**config.mk**
```make
export PLATFORM = sky130hd
export DESIGN_NAME = input_feature_module_flat
export DESIGN_NICKNAME = d
export VERILOG_FILES = /design/src/rtl/input_feature_module_if.sv /design/src/rtl/input_feature_module.sv /design/src/flat_wrapper.sv
export SDC_FILE = /design/constraint.sdc
export NUM_CORES = 1
export LEC_CHECK = 0
export BUFFER_PORTS_ARGS = -buffer_cell sky130_fd_sc_hd__buf_2
export CAP_MARGIN = 20
export CORE_UTILIZATION = 55
export CTS_BUF_LIST = sky130_fd_sc_hd__clkbuf_8
export CTS_CLUSTER_DIAMETER = 80
export CTS_CLUSTER_SIZE = 24
export DETAILED_ROUTE_END_ITERATION = 10
export MAX_ROUTING_LAYER = met4
export PLACE_DENSITY = 0.73
export SYNTH_ARGS = -nofsm -noshare
export SYNTH_HDL_FRONTEND = slang
export SYNTH_SLANG_ARGS = --single-unit
```
**constraint.sdc**
```tcl
create_clock -name clk -period 6.25 [get_ports clk]
set_input_delay 0.3125 -clock clk [delete_from_list [all_inputs] [get_ports clk]]
set_output_delay 0.3125 -clock clk [all_outputs]
set_load 0.03 [all_outputs]
```
**src/rtl/input_feature_module_if.sv**
```systemverilog
// Control, BRAM read-port and kernel-stream signals of input_feature_module.
// The master modport is the streaming block; the slave modport is everything around it.
interface input_feature_module_if #(
  parameter int WI                 = 8,
  parameter int BRAM_DATA_WIDTH    = 32,
  parameter int BRAM_ADDRESS_WIDTH = 16
);
  logic                          ap_start;
  logic [8:0]                    ifm_w;
  logic [8:0]                    in_ch;
  logic                          ap_done;
  logic                          bram_en;
  logic [BRAM_ADDRESS_WIDTH-1:0] bram_addr;
  logic [BRAM_DATA_WIDTH-1:0]    bram_dout;
  logic [WI-1:0]                 ifm_data;
  logic                          ifm_vld;
  logic                          ifm_rdy;

  modport master (
    input  ap_start, ifm_w, in_ch, bram_dout, ifm_rdy,
    output ap_done, bram_en, bram_addr, ifm_data, ifm_vld
  );

  modport slave (
    output ap_start, ifm_w, in_ch, bram_dout, ifm_rdy,
    input  ap_done, bram_en, bram_addr, ifm_data, ifm_vld
  );
endinterface

```
**src/rtl/input_feature_module.sv**
```systemverilog
// Streams a packed feature map (four WI-bit elements per BRAM word) to the kernel,
// one element per handshake, behind a 2-word prefetch FIFO.
module input_feature_module #(
  parameter int WI                 = 8,
  parameter int BRAM_DATA_WIDTH    = 32,
  parameter int BRAM_DATA_DEPTH    = 64*64*64/4,
  parameter int BRAM_ADDRESS_WIDTH = $clog2(BRAM_DATA_DEPTH),
  parameter int MAX_FEATURE_SIZE   = 18
) (
  input  logic                   clk,
  input  logic                   rst,
  input_feature_module_if.master bus
);
  localparam int NW = MAX_FEATURE_SIZE - 1;

  typedef enum logic [1:0] {
    S_IDLE = 2'd0,
    S_RUN  = 2'd1,
    S_DONE = 2'd2
  } state_t;

  state_t                        state_r;
  logic [MAX_FEATURE_SIZE-1:0]   num_r;
  logic [MAX_FEATURE_SIZE-1:0]   elem_cnt_r;
  logic [NW-1:0]                 issued_r;
  logic [1:0]                    lane_r;
  logic                          rd_vld_r;
  logic                          bram_en_r;
  logic [BRAM_ADDRESS_WIDTH-1:0] bram_addr_r;
  logic [BRAM_DATA_WIDTH-1:0]    fifo_mem_r [2];
  logic                          wr_ptr_r;
  logic                          rd_ptr_r;
  logic [1:0]                    fifo_cnt_r;
  logic [WI-1:0]                 ifm_data_r;
  logic                          ifm_vld_r;
  logic                          out_last_r;
  logic                          ap_done_r;
  logic                          done_wait_r;

  logic [MAX_FEATURE_SIZE-1:0]   num_start_s;
  logic [NW-1:0]                 words_s;
  logic                          push_s;
  logic                          load_s;
  logic                          pop_s;
  logic                          last_elem_s;
  logic                          issue_s;
  logic                          xfer_last_s;
  logic [1:0]                    fifo_cnt_nxt_s;
  logic [BRAM_DATA_WIDTH-1:0]    head_s;
  logic [WI-1:0]                 lane_data_s;

  // Datapath decisions: element count, FIFO traffic, read issue and output load.
  always_comb begin
    num_start_s    = MAX_FEATURE_SIZE'(bus.ifm_w) * MAX_FEATURE_SIZE'(bus.ifm_w)
                   * MAX_FEATURE_SIZE'(bus.in_ch);
    words_s        = NW'(num_r[MAX_FEATURE_SIZE-1:2]) + NW'(|num_r[1:0]);
    push_s         = rd_vld_r && (state_r == S_RUN);
    load_s         = (state_r == S_RUN) && (fifo_cnt_r != 2'd0)
                   && (!ifm_vld_r || bus.ifm_rdy) && (elem_cnt_r != num_r);
    last_elem_s    = (elem_cnt_r == (num_r - MAX_FEATURE_SIZE'(1)));
    pop_s          = load_s && ((lane_r == 2'd3) || last_elem_s);
    head_s         = fifo_mem_r[rd_ptr_r];
    lane_data_s    = head_s[lane_r*WI +: WI];
    fifo_cnt_nxt_s = fifo_cnt_r + {1'b0, push_s} - {1'b0, pop_s};
    // Words held after this edge plus the read whose data lands next cycle must leave room.
    issue_s        = (state_r == S_RUN) && (issued_r < words_s)
                   && ((fifo_cnt_nxt_s + {1'b0, bram_en_r}) < 2'd2);
    xfer_last_s    = ifm_vld_r && bus.ifm_rdy && out_last_r;
  end

  // Control FSM with registered read port, prefetch FIFO and output stage.
  always_ff @(posedge clk or posedge rst) begin
    if (rst) begin
      state_r       <= S_IDLE;
      num_r         <= '0;
      elem_cnt_r    <= '0;
      issued_r      <= '0;
      lane_r        <= 2'd0;
      rd_vld_r      <= 1'b0;
      bram_en_r     <= 1'b0;
      bram_addr_r   <= '0;
      fifo_mem_r[0] <= '0;
      fifo_mem_r[1] <= '0;
      wr_ptr_r      <= 1'b0;
      rd_ptr_r      <= 1'b0;
      fifo_cnt_r    <= 2'd0;
      ifm_data_r    <= '0;
      ifm_vld_r     <= 1'b0;
      out_last_r    <= 1'b0;
      ap_done_r     <= 1'b0;
      done_wait_r   <= 1'b0;
    end else begin
      rd_vld_r <= bram_en_r;
      case (state_r)
        S_IDLE: begin
          bram_en_r <= 1'b0;
          if (bus.ap_start) begin
            num_r      <= num_start_s;
            elem_cnt_r <= '0;
            issued_r   <= '0;
            lane_r     <= 2'd0;
            wr_ptr_r   <= 1'b0;
            rd_ptr_r   <= 1'b0;
            fifo_cnt_r <= 2'd0;
            out_last_r <= 1'b0;
            if (num_start_s == '0) begin
              state_r     <= S_DONE;
              done_wait_r <= 1'b1;
            end else begin
              state_r <= S_RUN;
            end
          end
        end
        S_RUN: begin
          bram_en_r <= issue_s;
          if (issue_s) begin
            bram_addr_r <= issued_r[BRAM_ADDRESS_WIDTH-1:0];
            issued_r    <= issued_r + NW'(1);
          end
          if (push_s) begin
            fifo_mem_r[wr_ptr_r] <= bus.bram_dout;
            wr_ptr_r             <= ~wr_ptr_r;
          end
          if (pop_s) begin
            rd_ptr_r <= ~rd_ptr_r;
          end
          fifo_cnt_r <= fifo_cnt_nxt_s;
          if (load_s) begin
            ifm_data_r <= lane_data_s;
            ifm_vld_r  <= 1'b1;
            out_last_r <= last_elem_s;
            elem_cnt_r <= elem_cnt_r + MAX_FEATURE_SIZE'(1);
            lane_r     <= pop_s ? 2'd0 : lane_r + 2'd1;
          end else if (ifm_vld_r && bus.ifm_rdy) begin
            ifm_vld_r <= 1'b0;
          end
          if (xfer_last_s) begin
            state_r   <= S_DONE;
            ap_done_r <= 1'b1;
          end
        end
        S_DONE: begin
          bram_en_r <= 1'b0;
          // A zero-size start idles one extra cycle before its done pulse.
          if (ap_done_r) begin
            ap_done_r <= 1'b0;
            state_r   <= S_IDLE;
          end else if (done_wait_r) begin
            done_wait_r <= 1'b0;
          end else begin
            ap_done_r <= 1'b1;
          end
        end
        default: begin
          state_r   <= S_IDLE;
          bram_en_r <= 1'b0;
          ifm_vld_r <= 1'b0;
          ap_done_r <= 1'b0;
        end
      endcase
    end
  end

  assign bus.bram_en   = bram_en_r;
  assign bus.bram_addr = bram_addr_r;
  assign bus.ifm_data  = ifm_data_r;
  assign bus.ifm_vld   = ifm_vld_r;
  assign bus.ap_done   = ap_done_r;
endmodule

```
**src/flat_wrapper.sv**
```systemverilog
// flat-port wrapper written by rule: the top's interface ports become plain ports
module input_feature_module_flat 
#(
  parameter int WI                 = 8,
  parameter int BRAM_DATA_WIDTH    = 32,
  parameter int BRAM_DATA_DEPTH    = 64*64*64/4,
  parameter int BRAM_ADDRESS_WIDTH = $clog2(BRAM_DATA_DEPTH),
  parameter int MAX_FEATURE_SIZE   = 18
)
  (clk, rst, bus_ap_start, bus_ifm_w, bus_in_ch, bus_bram_dout, bus_ifm_rdy, bus_ap_done, bus_bram_en, bus_bram_addr, bus_ifm_data, bus_ifm_vld);
  input_feature_module_if #(.WI(WI), .BRAM_DATA_WIDTH(BRAM_DATA_WIDTH), .BRAM_ADDRESS_WIDTH(BRAM_ADDRESS_WIDTH)) bus_i ();
  input  logic clk;
  input  logic rst;
  input wire logic [$bits(bus_i.ap_start)-1:0] bus_ap_start;
  input wire logic [$bits(bus_i.ifm_w)-1:0] bus_ifm_w;
  input wire logic [$bits(bus_i.in_ch)-1:0] bus_in_ch;
  input wire logic [$bits(bus_i.bram_dout)-1:0] bus_bram_dout;
  input wire logic [$bits(bus_i.ifm_rdy)-1:0] bus_ifm_rdy;
  output wire logic [$bits(bus_i.ap_done)-1:0] bus_ap_done;
  output wire logic [$bits(bus_i.bram_en)-1:0] bus_bram_en;
  output wire logic [$bits(bus_i.bram_addr)-1:0] bus_bram_addr;
  output wire logic [$bits(bus_i.ifm_data)-1:0] bus_ifm_data;
  output wire logic [$bits(bus_i.ifm_vld)-1:0] bus_ifm_vld;
  assign bus_i.ap_start = bus_ap_start;
  assign bus_i.ifm_w = bus_ifm_w;
  assign bus_i.in_ch = bus_in_ch;
  assign bus_i.bram_dout = bus_bram_dout;
  assign bus_i.ifm_rdy = bus_ifm_rdy;
  assign bus_ap_done = bus_i.ap_done;
  assign bus_bram_en = bus_i.bram_en;
  assign bus_bram_addr = bus_i.bram_addr;
  assign bus_ifm_data = bus_i.ifm_data;
  assign bus_ifm_vld = bus_i.ifm_vld;
  input_feature_module #(.WI(WI), .BRAM_DATA_WIDTH(BRAM_DATA_WIDTH), .BRAM_DATA_DEPTH(BRAM_DATA_DEPTH), .BRAM_ADDRESS_WIDTH(BRAM_ADDRESS_WIDTH), .MAX_FEATURE_SIZE(MAX_FEATURE_SIZE)) u_core (.clk(clk), .rst(rst), .bus(bus_i));
endmodule
```
After elaboration in Yosys (flattened, before gate mapping)
Cells that the tools add are included.
{"block": "classes", "muxes": 41, "eq_ne": 15, "n_shift": 1, "n_reduce_logical": 33, "n_bitwise": 6, "magnitude_cmp": 5, "n_addsub": 8, "multipliers": 2}
{"op": "$mux W32", "count": 4}
{"op": "$bwmux W64", "count": 1}
{"op": "$mux W18", "count": 2}
{"op": "$pmux W18 S2", "count": 1}
{"op": "$mux W17", "count": 2}
{"op": "$pmux W17 S2", "count": 1}
{"op": "$demux W32 S1", "count": 1}
{"op": "$shiftx A32 B6 Y8", "count": 1}
{"op": "$add A18 B1 Y18 const B", "count": 1}
{"op": "$eq A18 B18 Y1", "count": 1}
{"op": "$logic_not A18 Y1", "count": 1}
{"op": "$mul A18 B9 Y18", "count": 1}
{"op": "$mul A9 B9 Y18", "count": 1}
{"op": "$ne A18 B18 Y1", "count": 1}
{"op": "$sub A18 B1 Y18 const B", "count": 1}
{"op": "$add A16 B1 Y17", "count": 1}
{"op": "$add A17 B1 Y17 const B", "count": 1}
{"op": "$lt A17 B17 Y1", "count": 1}
{"op": "$reduce_and A3 Y1", "count": 5}
{"op": "$mux W2", "count": 7}
{"op": "$ne A2 B1 Y1 const B", "count": 7}
{"op": "$reduce_and A2 Y1", "count": 7}
{"op": "$mux W1", "count": 13}
{"op": "$logic_and A1 B1 Y1", "count": 10}
{"op": "22 further kinds", "count": 39}
{"block": "totals", "reg_bits": 155, "in_bits": 54, "out_inout_bits": 27, "wordCells": 129}

Depth between registers and ports, before layout
Gate-level depths: netlist of the first run.
{"block": "depth", "depth_word": 11, "depth_mapped": 35, "mapped_depth_nobuf": 34}

Worst setup path after synthesis of the first run
Ideal clock, no wire load.
{"block": "synth_path", "path_type": "input to register", "startpoint": "in bus_ifm_w[0]", "endpoint": "reg u_core.done_wait_r", "required_time_ns": 6.146, "arrival_time_ns": 9.192, "path_slack_ns": -3.046, "setup_ns": 0.104, "stages": 34, "path_cell_list": "clkbuf_1 clkbuf_1 nand2_1 fa_1 inv_1 fa_1 inv_1 fa_1 fa_1 inv_1 ha_1 o21ai_2 a21o_2 a21oi_1 nor2_1 xnor2_1 nand2_1 fa_1 inv_1 fa_1 fa_1 inv_1 fa_1 inv_1 ha_1 a211o_1 o31a_1 a31o_2 a31oi_1 xnor3_1 xor3_1 xnor3_1 or3_1 o311ai_1"}
{"block": "synth_via", "elab_chain_cells": 5}
{"element": "start: declaration", "line_no": "flat_wrapper.sv:15", "text": "input wire logic [$bits(bus_i.ifm_w)-1:0] bus_ifm_w;"}
{"element": "$mul A9 B9 Y18", "line_no": "input_feature_module.sv:54", "text": "num_start_s = MAX_FEATURE_SIZE'(bus.ifm_w) * MAX_FEATURE_SIZE'(bus.ifm_w)"}
{"element": "$mul A18 B9 Y18", "line_no": "input_feature_module.sv:55", "text": "* MAX_FEATURE_SIZE'(bus.in_ch);"}
{"element": "$logic_not A18 Y1", "line_no": "input_feature_module.sv:106", "text": "if (num_start_s == '0) begin"}
{"element": "$ne A2 B1 Y1 (no source line)"}
{"element": "$reduce_and A4 Y1 (no source line)"}
{"element": "end signal: assignment", "line_no": "input_feature_module.sv:91", "text": "done_wait_r <= 1'b0;"}
{"element": "end signal: assignment", "line_no": "input_feature_module.sv:108", "text": "done_wait_r <= 1'b1;"}
{"element": "end signal: assignment", "line_no": "input_feature_module.sv:149", "text": "done_wait_r <= 1'b0;"}
{"element": "end: declaration", "line_no": "input_feature_module.sv:38", "text": "logic done_wait_r;"}
Every way passes these cells.
A chain may end at the register's enable or synchronous reset.

Worst setup path in the final report of the first run
{"block": "layout_path", "startpoint": "in bus_ifm_w[6]", "endpoint": "reg u_core.state_r[1]"}
{"block": "layout_via", "elab_chain_cells": 6}
{"element": "$mul A9 B9 Y18", "line_no": "input_feature_module.sv:54"}
{"element": "$mul A18 B9 Y18", "line_no": "input_feature_module.sv:55"}
{"element": "$logic_not A18 Y1", "line_no": "input_feature_module.sv:106"}
{"element": "$mux W2", "line_no": "input_feature_module.sv:106"}
{"element": "$mux W2", "line_no": "input_feature_module.sv:97", "text": "if (bus.ap_start) begin"}
{"element": "$pmux W2 S3", "line_no": "input_feature_module.sv:94", "text": "case (state_r)"}
{"element": "end signal: assignment", "line_no": "input_feature_module.sv:107", "text": "state_r <= S_DONE;"}
{"element": "end signal: assignment", "line_no": "input_feature_module.sv:110", "text": "state_r <= S_RUN;"}
{"element": "end signal: assignment", "line_no": "input_feature_module.sv:138", "text": "state_r <= S_DONE;"}
{"element": "end: declaration", "line_no": "input_feature_module.sv:22", "text": "state_t state_r;"}
Every way passes these cells. The select of a mux whose other input is x is not followed.

==> results of run 1 <==
[layer usage]
metal  GRT usage, %  share of wire, %  vias to the layer above
li1               -                 -                     4991
met1           31.2                43                     5253
met2           45.0                53                      212
met3           2.13               2.9                       43
met4           7.30               1.9                        0
met5              -                 0                        -
[cell type report]
| cell class | instances | share of cell area, % |
|---|---|---|
| Timing Repair Buffer | 224 | 9.73 |
| Sequential cell | 155 | 23.7 |
| Clock inverter | 15 | 1.06 |
| Inverter | 175 | 4.05 |
| Clock buffer | 17 | 1.43 |
| Multi-Input combinational cell | 999 | 57.5 |
| Tap cell | 324 | 2.48 |
| Antenna cell | 1 | 0.0153 |
[registers in the layout (all words and copies together), names as in the netlist]
signal                count
u_core.out_last_r         1
u_core.done_wait_r        1
u_core.rd_ptr_r           1
u_core.wr_ptr_r           1
u_core.fifo_cnt_r         2
u_core.issued_r          17
u_core.num_r             18
u_core.bus.ifm_data       8
u_core.elem_cnt_r        18
u_core.rd_vld_r           1
u_core.state_r            2
u_core.bus.bram_addr     16
u_core.bus.ifm_vld        1
u_core.bus.bram_en        1
u_core.bus.ap_done        1
u_core.fifo_mem_r        64
u_core.lane_r             2
[critical path: cells and delay by family]
family	cells	cell delay, ns
AOI/OAI and AO/OA	8	1.56
xor gates and xnor gates	4	1.00
adders and majority gates	10	4.50
buffers and inverters	7	0.59
and+or+nand+nor	4	0.54
[cells by family after synthesis]
| group | Yosys count |
|---|---|
| AND/OR/NAND/NOR | 399 |
| buffers and inverters | 240 |
| adder cells (fa/ha/maj) | 192 |
| AO/OA/AOI/OAI | 182 |
| flip-flops | 155 |
| multiplexers | 119 |
| XOR/XNOR | 107 |
[timing repair]
action,4_1_cts,5_1_grt
hold buffers,1,0
buffers inserted,12,5
endpoints found under the setup margin,14,14
hold endpoints to repair,65,0
gates resized for setup,63,45
pin swaps,48,19
[worst max-delay path by stage]
stage                         end  slack (ns)  depth (start not counted)    startpoint
2_1_floorplan  u_core.done_wait_r       -2.12                         33  bus_ifm_w[0]
5_1_grt        u_core.done_wait_r       -2.20                         32  bus_ifm_w[6]
3_5_place_dp   u_core.done_wait_r       -2.56                         31  bus_ifm_w[2]
6_report        u_core.state_r[1]       -1.90                         33  bus_ifm_w[6]
3_3_place_gp   u_core.done_wait_r       -2.36                         30  bus_ifm_w[1]
4_1_cts        u_core.done_wait_r       -1.96                         32  bus_ifm_w[8]
[stage by stage]
stage	hold WS [ns]	area [um^2]	setup WS [ns]	util, %
6_report	0.0893	16400	-1.90	67.2
5_1_grt	0.0730	16400	-2.20	67.2
4_1_cts	0.0833	16100	-1.96	66.1
3_5_place_dp	0.411	15300	-2.56	63.1
3_3_place_gp	0.411	15300	-2.36	63.1
2_1_floorplan	0.456	13900	-2.12	-
[layout by cell type (no fill, tap or decap), types with 17 or more instances in the layout]
cell / count
a21oi_1: 39
and2_1: 62
buf_2: 71
buf_4: 137
clkbuf_8: 17
dfrtp_1: 155
fa_1: 100
ha_1: 76
inv_1: 166
mux2_2: 90
nand2_1: 119
nand2b_1: 17
nand3_1: 28
nor2_1: 60
o21ai_0: 44
xnor2_1: 54
xor2_1: 36
==> impl_results.md, run 1 <==
* Synth top area share at between 20% and 30%
* CP max FO at 7
* Startpoint types: input port
* First-pass GRT wire length at 51.7 mm
* EDFF count, synth at 0
* Worst Hold End: u_core.fifo_mem_r[43]
* Min-Delay Path Class: input port to register
* Final WS setup at -1.90 ns
* Max-slew violation count at 0
* Synth area leaders: dfrtp_1 (28%), fa_1 (15%), ha_1 (8.0%)
* Post-synth top area cell: dfrtp_1
* Full die area at between 20000 and 30000 um^2
* Most Frequent Cell on Critical Path: fa_1
* Worst skew pair latency at 0.45 ns
* Worst slew pin tran at 0.977 ns
* Die X at roughly 160 um
* Syn_area_per_cell at 9.81 um^2
* Fill count at 1878
* CP required at 6.62 ns
* Area grow syn2layout at 19.6%
* Critical path class: input port to register
* Status: complete, but fails checks
* Hold path start: bus_bram_dout[11]
* Top cells by count, synth: inv_1 (175), dfrtp_1 (155), nand2_1 (128)
* CTS tree: built
* Largest family of logic cells by synthesized area: adder cells
* Max Freq at about 0.12 GHz
* Reg2reg end: u_core.issued_r[10]
* Synth Warn # at 0
* Clock transition at path regs at 0.11 ns
* Worst stage delay on the critical path at 0.54 ns
* Routed WL per cell at 15.8 um
* Clock sink count at 155
* RSZ-0062 raised after global routing: yes
* Fin crit share at 130%
* CTS buffer count at 17
* Die height at 160 um
* Violated checks: negative setup slack
* Min Clock Period, post-route at 8.15 ns
* Seq/Total Area, Yosys at 28.4%
* Slowest-stage cell, CP: fa_1
* Asr flop ratio synth at 100%
* Post-synthesis cell type count at 66
* Nets at roughly 1800
* Area occupied by multi-input gates at 9400 um^2
* Syn nets at between 1500 and 2000
* Post-Synth Adder-Cell Area at a little under a quarter
* RR Startpoint: u_core.num_r[3]
* RD Place Congestion at 0.930
* First drt pass iteration count at 5
* Max-Cap Viols at 0
* Final non-filler cell total at around 1900
* Skew final at a little under 0.02 ns
* CP endpoint kind: register
* Dpl cells at 1862
* Initial antenna violation count at 1
* Iter 0 DRT Violations at around 470
* Starting Density at 56.2%
* Clock root cell: clkbuf_8
* Post-Syn Area at 13700 um^2
* Xor and xnor area share after synthesis at 7.22%
* Clock buffer depth at 2
* Gate Count Post-Synth at approximately 1400
* ANT nets after route at 0
* GRT overflow at 0
* Synth Area in Compound Gates at about 8.6%
* Mux share of post-synthesis cell area at around 11%
* Via/cell ratio at approximately 5.5
* Number of synthesized register bits at 155
* Slew HR at 34.9%
* Endpoints failing setup at 13
* Final hold violation count at 0
* FF/Latch Area at 3880 um^2
* Htree depth at 4
* Crit path arrival time at 8.52 ns
* Layout cell share with drive strength beyond 1 at 29.4%
* Vias in the first global route at between 10000 and 15000
* IO Count at 81
* Std cell rows at between 50 and 60
* Via count at 10500
* Worst r2r path cells at 22
* R2r setup slk at 0.55 ns
* Hold Path Cell Cnt at 2
* Main synth FF type: dfrtp_1
* Most frequent cell after synthesis: inv_1
* Pin count of the biggest net entering global routing at 80
* Post-Synth Simple-Gate Area at between 10% and 20%
* Wire length after detailed routing at ~30 mm
* Total GRT Usage at 25.5%
* PortBufs at 80
* Total core area at between 20000 and 25000 um^2
* Post-route setup TNS at -13.62 ns
* Hpwl dp at 23.1 mm
* Number of remaining DRC errors at 0
Power of run 1 is not shown: default switching activity piles up to over one toggle a cycle in this logic, so the estimate is an artifact.
==> run 2: changes to the inputs <==
RECOVER_POWER = 100   (was not set)
==> run 2 against run 1 <==
Compared with the run above: the run ends with max-capacitance violations, max-slew violations, negative setup slack left; first-iteration DRC count fell by 9.1%; setup slack improved by 0.0022 ns; via count fell by 0.18%; maximum frequency barely moved; critical path depth did not move; critical endpoint unchanged; highest routed layer unchanged.
==> impl_results.md, run 2 (same netlist as run 1, synthesis figures left out) <==
* CP max FO at 7 (unchanged)
* Slowest-stage cell, CP: fa_1
* Top reg by flops: u_core.fifo_mem_r
* Clock buffer depth at 2 (unchanged)
* Violated checks: max-capacitance violations, max-slew violations, negative setup slack
* Regs by FF count: u_core.fifo_mem_r (64), u_core.elem_cnt_r (18), u_core.num_r (18)
* CTS tree: built
* Total GRT Usage at 25.5% (unchanged)
* Layout cell share with drive strength beyond 1 at 26.9% (-2.5 points)
* Max reg flops at 64 (unchanged)
* Max-slew violation count at 224 (+224)
* Via count at 10500 (-0.18%)
* Area grow syn2layout at 18.9%
* Clock sink count at 155 (unchanged)
* IO Count at 81 (unchanged)
* Slew HR at -115% (-150 points)
* CTS buffer count at 17 (unchanged)
* Max-Cap Viols at 4 (+4)
* Initial antenna violation count at 1 (unchanged)
* Skew final at 0.0188 ns (-0.000949 ns)
* Vias in the first global route at 10900 (unchanged)
* Clock root cell: clkbuf_8
* Pin count of the biggest net entering global routing at 80 (unchanged)
* Max Freq at 0.123 GHz (about the same)
* Fill count at 1913 (+1.9%)
* Hpwl dp at 23.1 mm (unchanged)
* Die X at 160 um (unchanged)
* PortBufs at 80 (unchanged)
* Starting Density at 56.2% (unchanged)
* RD Place Congestion at 0.930 (unchanged)
* First drt pass iteration count at 5 (unchanged)
* Critical path class: input port to register
* Routed WL per cell at 15.8 um (+0.12%)
* Final hold violation count at 0 (unchanged)
* CP endpoint kind: register
* Total core area at 24300 um^2 (unchanged)
* GRT overflow at 0 (unchanged)
* Worst stage delay on the critical path at 0.54 ns (about the same)
* Cell family with the largest share of critical-path delay: adder cells
* Iter 0 DRT Violations at 428 (-9.1%)
* Htree depth at 4 (unchanged)
* Die height at 160 um (unchanged)
* Endpoints failing setup at 13 (unchanged)
* RSZ-0062 raised after global routing: yes
* Number of remaining DRC errors at 0 (unchanged)
* Clock transition at path regs at 0.11 ns (about the same)
* Min-Delay Path Class: input port to register
* Final WS setup at -1.90 ns (+0.00215 ns)
* Startpoint types: input port
* ANT nets after route at 0 (unchanged)
* Most frequent cells in the layout: inv_1 (166), dfrtp_1 (155), buf_4 (126), nand2_1 (119), fa_1 (101)
* Crit path arrival time at 8.52 ns (about the same)
* Std cell rows at 57 (unchanged)
* CP required at 6.62 ns (about the same)
* Min Clock Period, post-route at 8.15 ns (-0.00215 ns)
* Via/cell ratio at 5.49 (-0.18%)
* Most Frequent Cell on Critical Path: fa_1
* Status: complete, but fails checks
* First-pass GRT wire length at 51.7 mm (unchanged)
* Final core utilization at 66.8% (-0.39 points)
* Worst slew pin tran at 3.21 ns (+2.24 ns)
* Full die area at 25500 um^2 (unchanged)
* Most common cell after layout, fill and taps aside: inv_1
* Wire length after detailed routing at 30.2 mm (+0.12%)
* Worst skew pair latency at 0.46 ns (about the same)
* Nets at 1818 (unchanged)
* Fin crit share at 130% (about the same)
* Crit path buf inv count at 7 (unchanged)
[run 2: layout make-up]
type / instances / area, um^2 / share of cell area, %
Timing Repair Buffer: 224 / 1520 / 9.34
Inverter: 175 / 658 / 4.05
Sequential cell: 155 / 3880 / 23.9
Clock inverter: 15 / 173 / 1.06
Tap cell: 324 / 405 / 2.49
Clock buffer: 17 / 234 / 1.44
Multi-Input combinational cell: 999 / 9390 / 57.7
Antenna cell: 1 / 2.50 / 0.0154
[run 2: path summary, 6_finish.rpt]
path | slack, ns | to | start | cells after the start
max | -1.90 | u_core.state_r[1] | bus_ifm_w[6] | 33
max in group asynchronous | 2.02 | u_core.fifo_mem_r[37] | rst | 4
min in group asynchronous | 1.33 | u_core.wr_ptr_r | rst | 3
min | 0.08 | u_core.fifo_mem_r[43] | bus_bram_dout[11] | 2
max reg2reg | 0.17 | u_core.issued_r[10] | u_core.num_r[3] | 22
min reg2reg | 0.44 | u_core.rd_vld_r | u_core.bus.bram_en | 0
[run 2: what timing repair did]
action                                  4_1_cts  5_1_grt
buffers inserted                             12        5
hold buffers                                  1        0
pin swaps                                    48       19
gates resized for setup                      63       45
endpoints found under the hold margin        65        0
endpoints found under the setup margin       14       14
[run 2: worst register-to-register path, stage by stage, from the launching register on]
cell,delay (ns)
dfrtp_1,0.49
nor4_1,0.70
and4b_1,0.47
nor4b_1,0.29
a31o_2,0.15
a21oi_1,0.07
a21o_1,0.22
nor4_1,0.27
clkbuf_1,0.23
o21a_1,0.26
ha_1,0.27
inv_1,0.06
ha_1,0.15
xnor2_1,0.18
xnor2_1,0.14
xnor2_1,0.17
a211oi_1,0.25
o21ai_0,0.19
a41oi_4,0.21
clkbuf_1,0.41
o21ai_0,0.28
or3_1,0.39
a21oi_1,0.17
[run 2: metrics by stage]
step	std cells	hold WS, ns	instance area [um^2]	TNS, ns	worst slack [ns]
after global placement	1861	0.411	15300	-21.19	-2.36
final	1910	0.0842	16300	-13.57	-1.90
after global routing	1910	0.0731	16300	-18.83	-2.20
after floorplan	1394	0.456	13900	-14.71	-2.12
after detailed placement	1862	0.411	15300	-22.67	-2.56
after CTS	1905	0.0833	16100	-13.74	-1.96
[run 2: routing by layer]
| layer | GRT usage, % | share of wire [%] | wire [um] |
|---|---|---|---|
| met1 | 31.2 | 43 | 12900 |
| met2 | 45.0 | 53 | 15900 |
| met3 | 2.13 | 2.7 | 823 |
| met4 | 7.30 | 1.9 | 588 |
| met5 | - | 0 | 0 |
Power of run 2 is left out for the same reason.
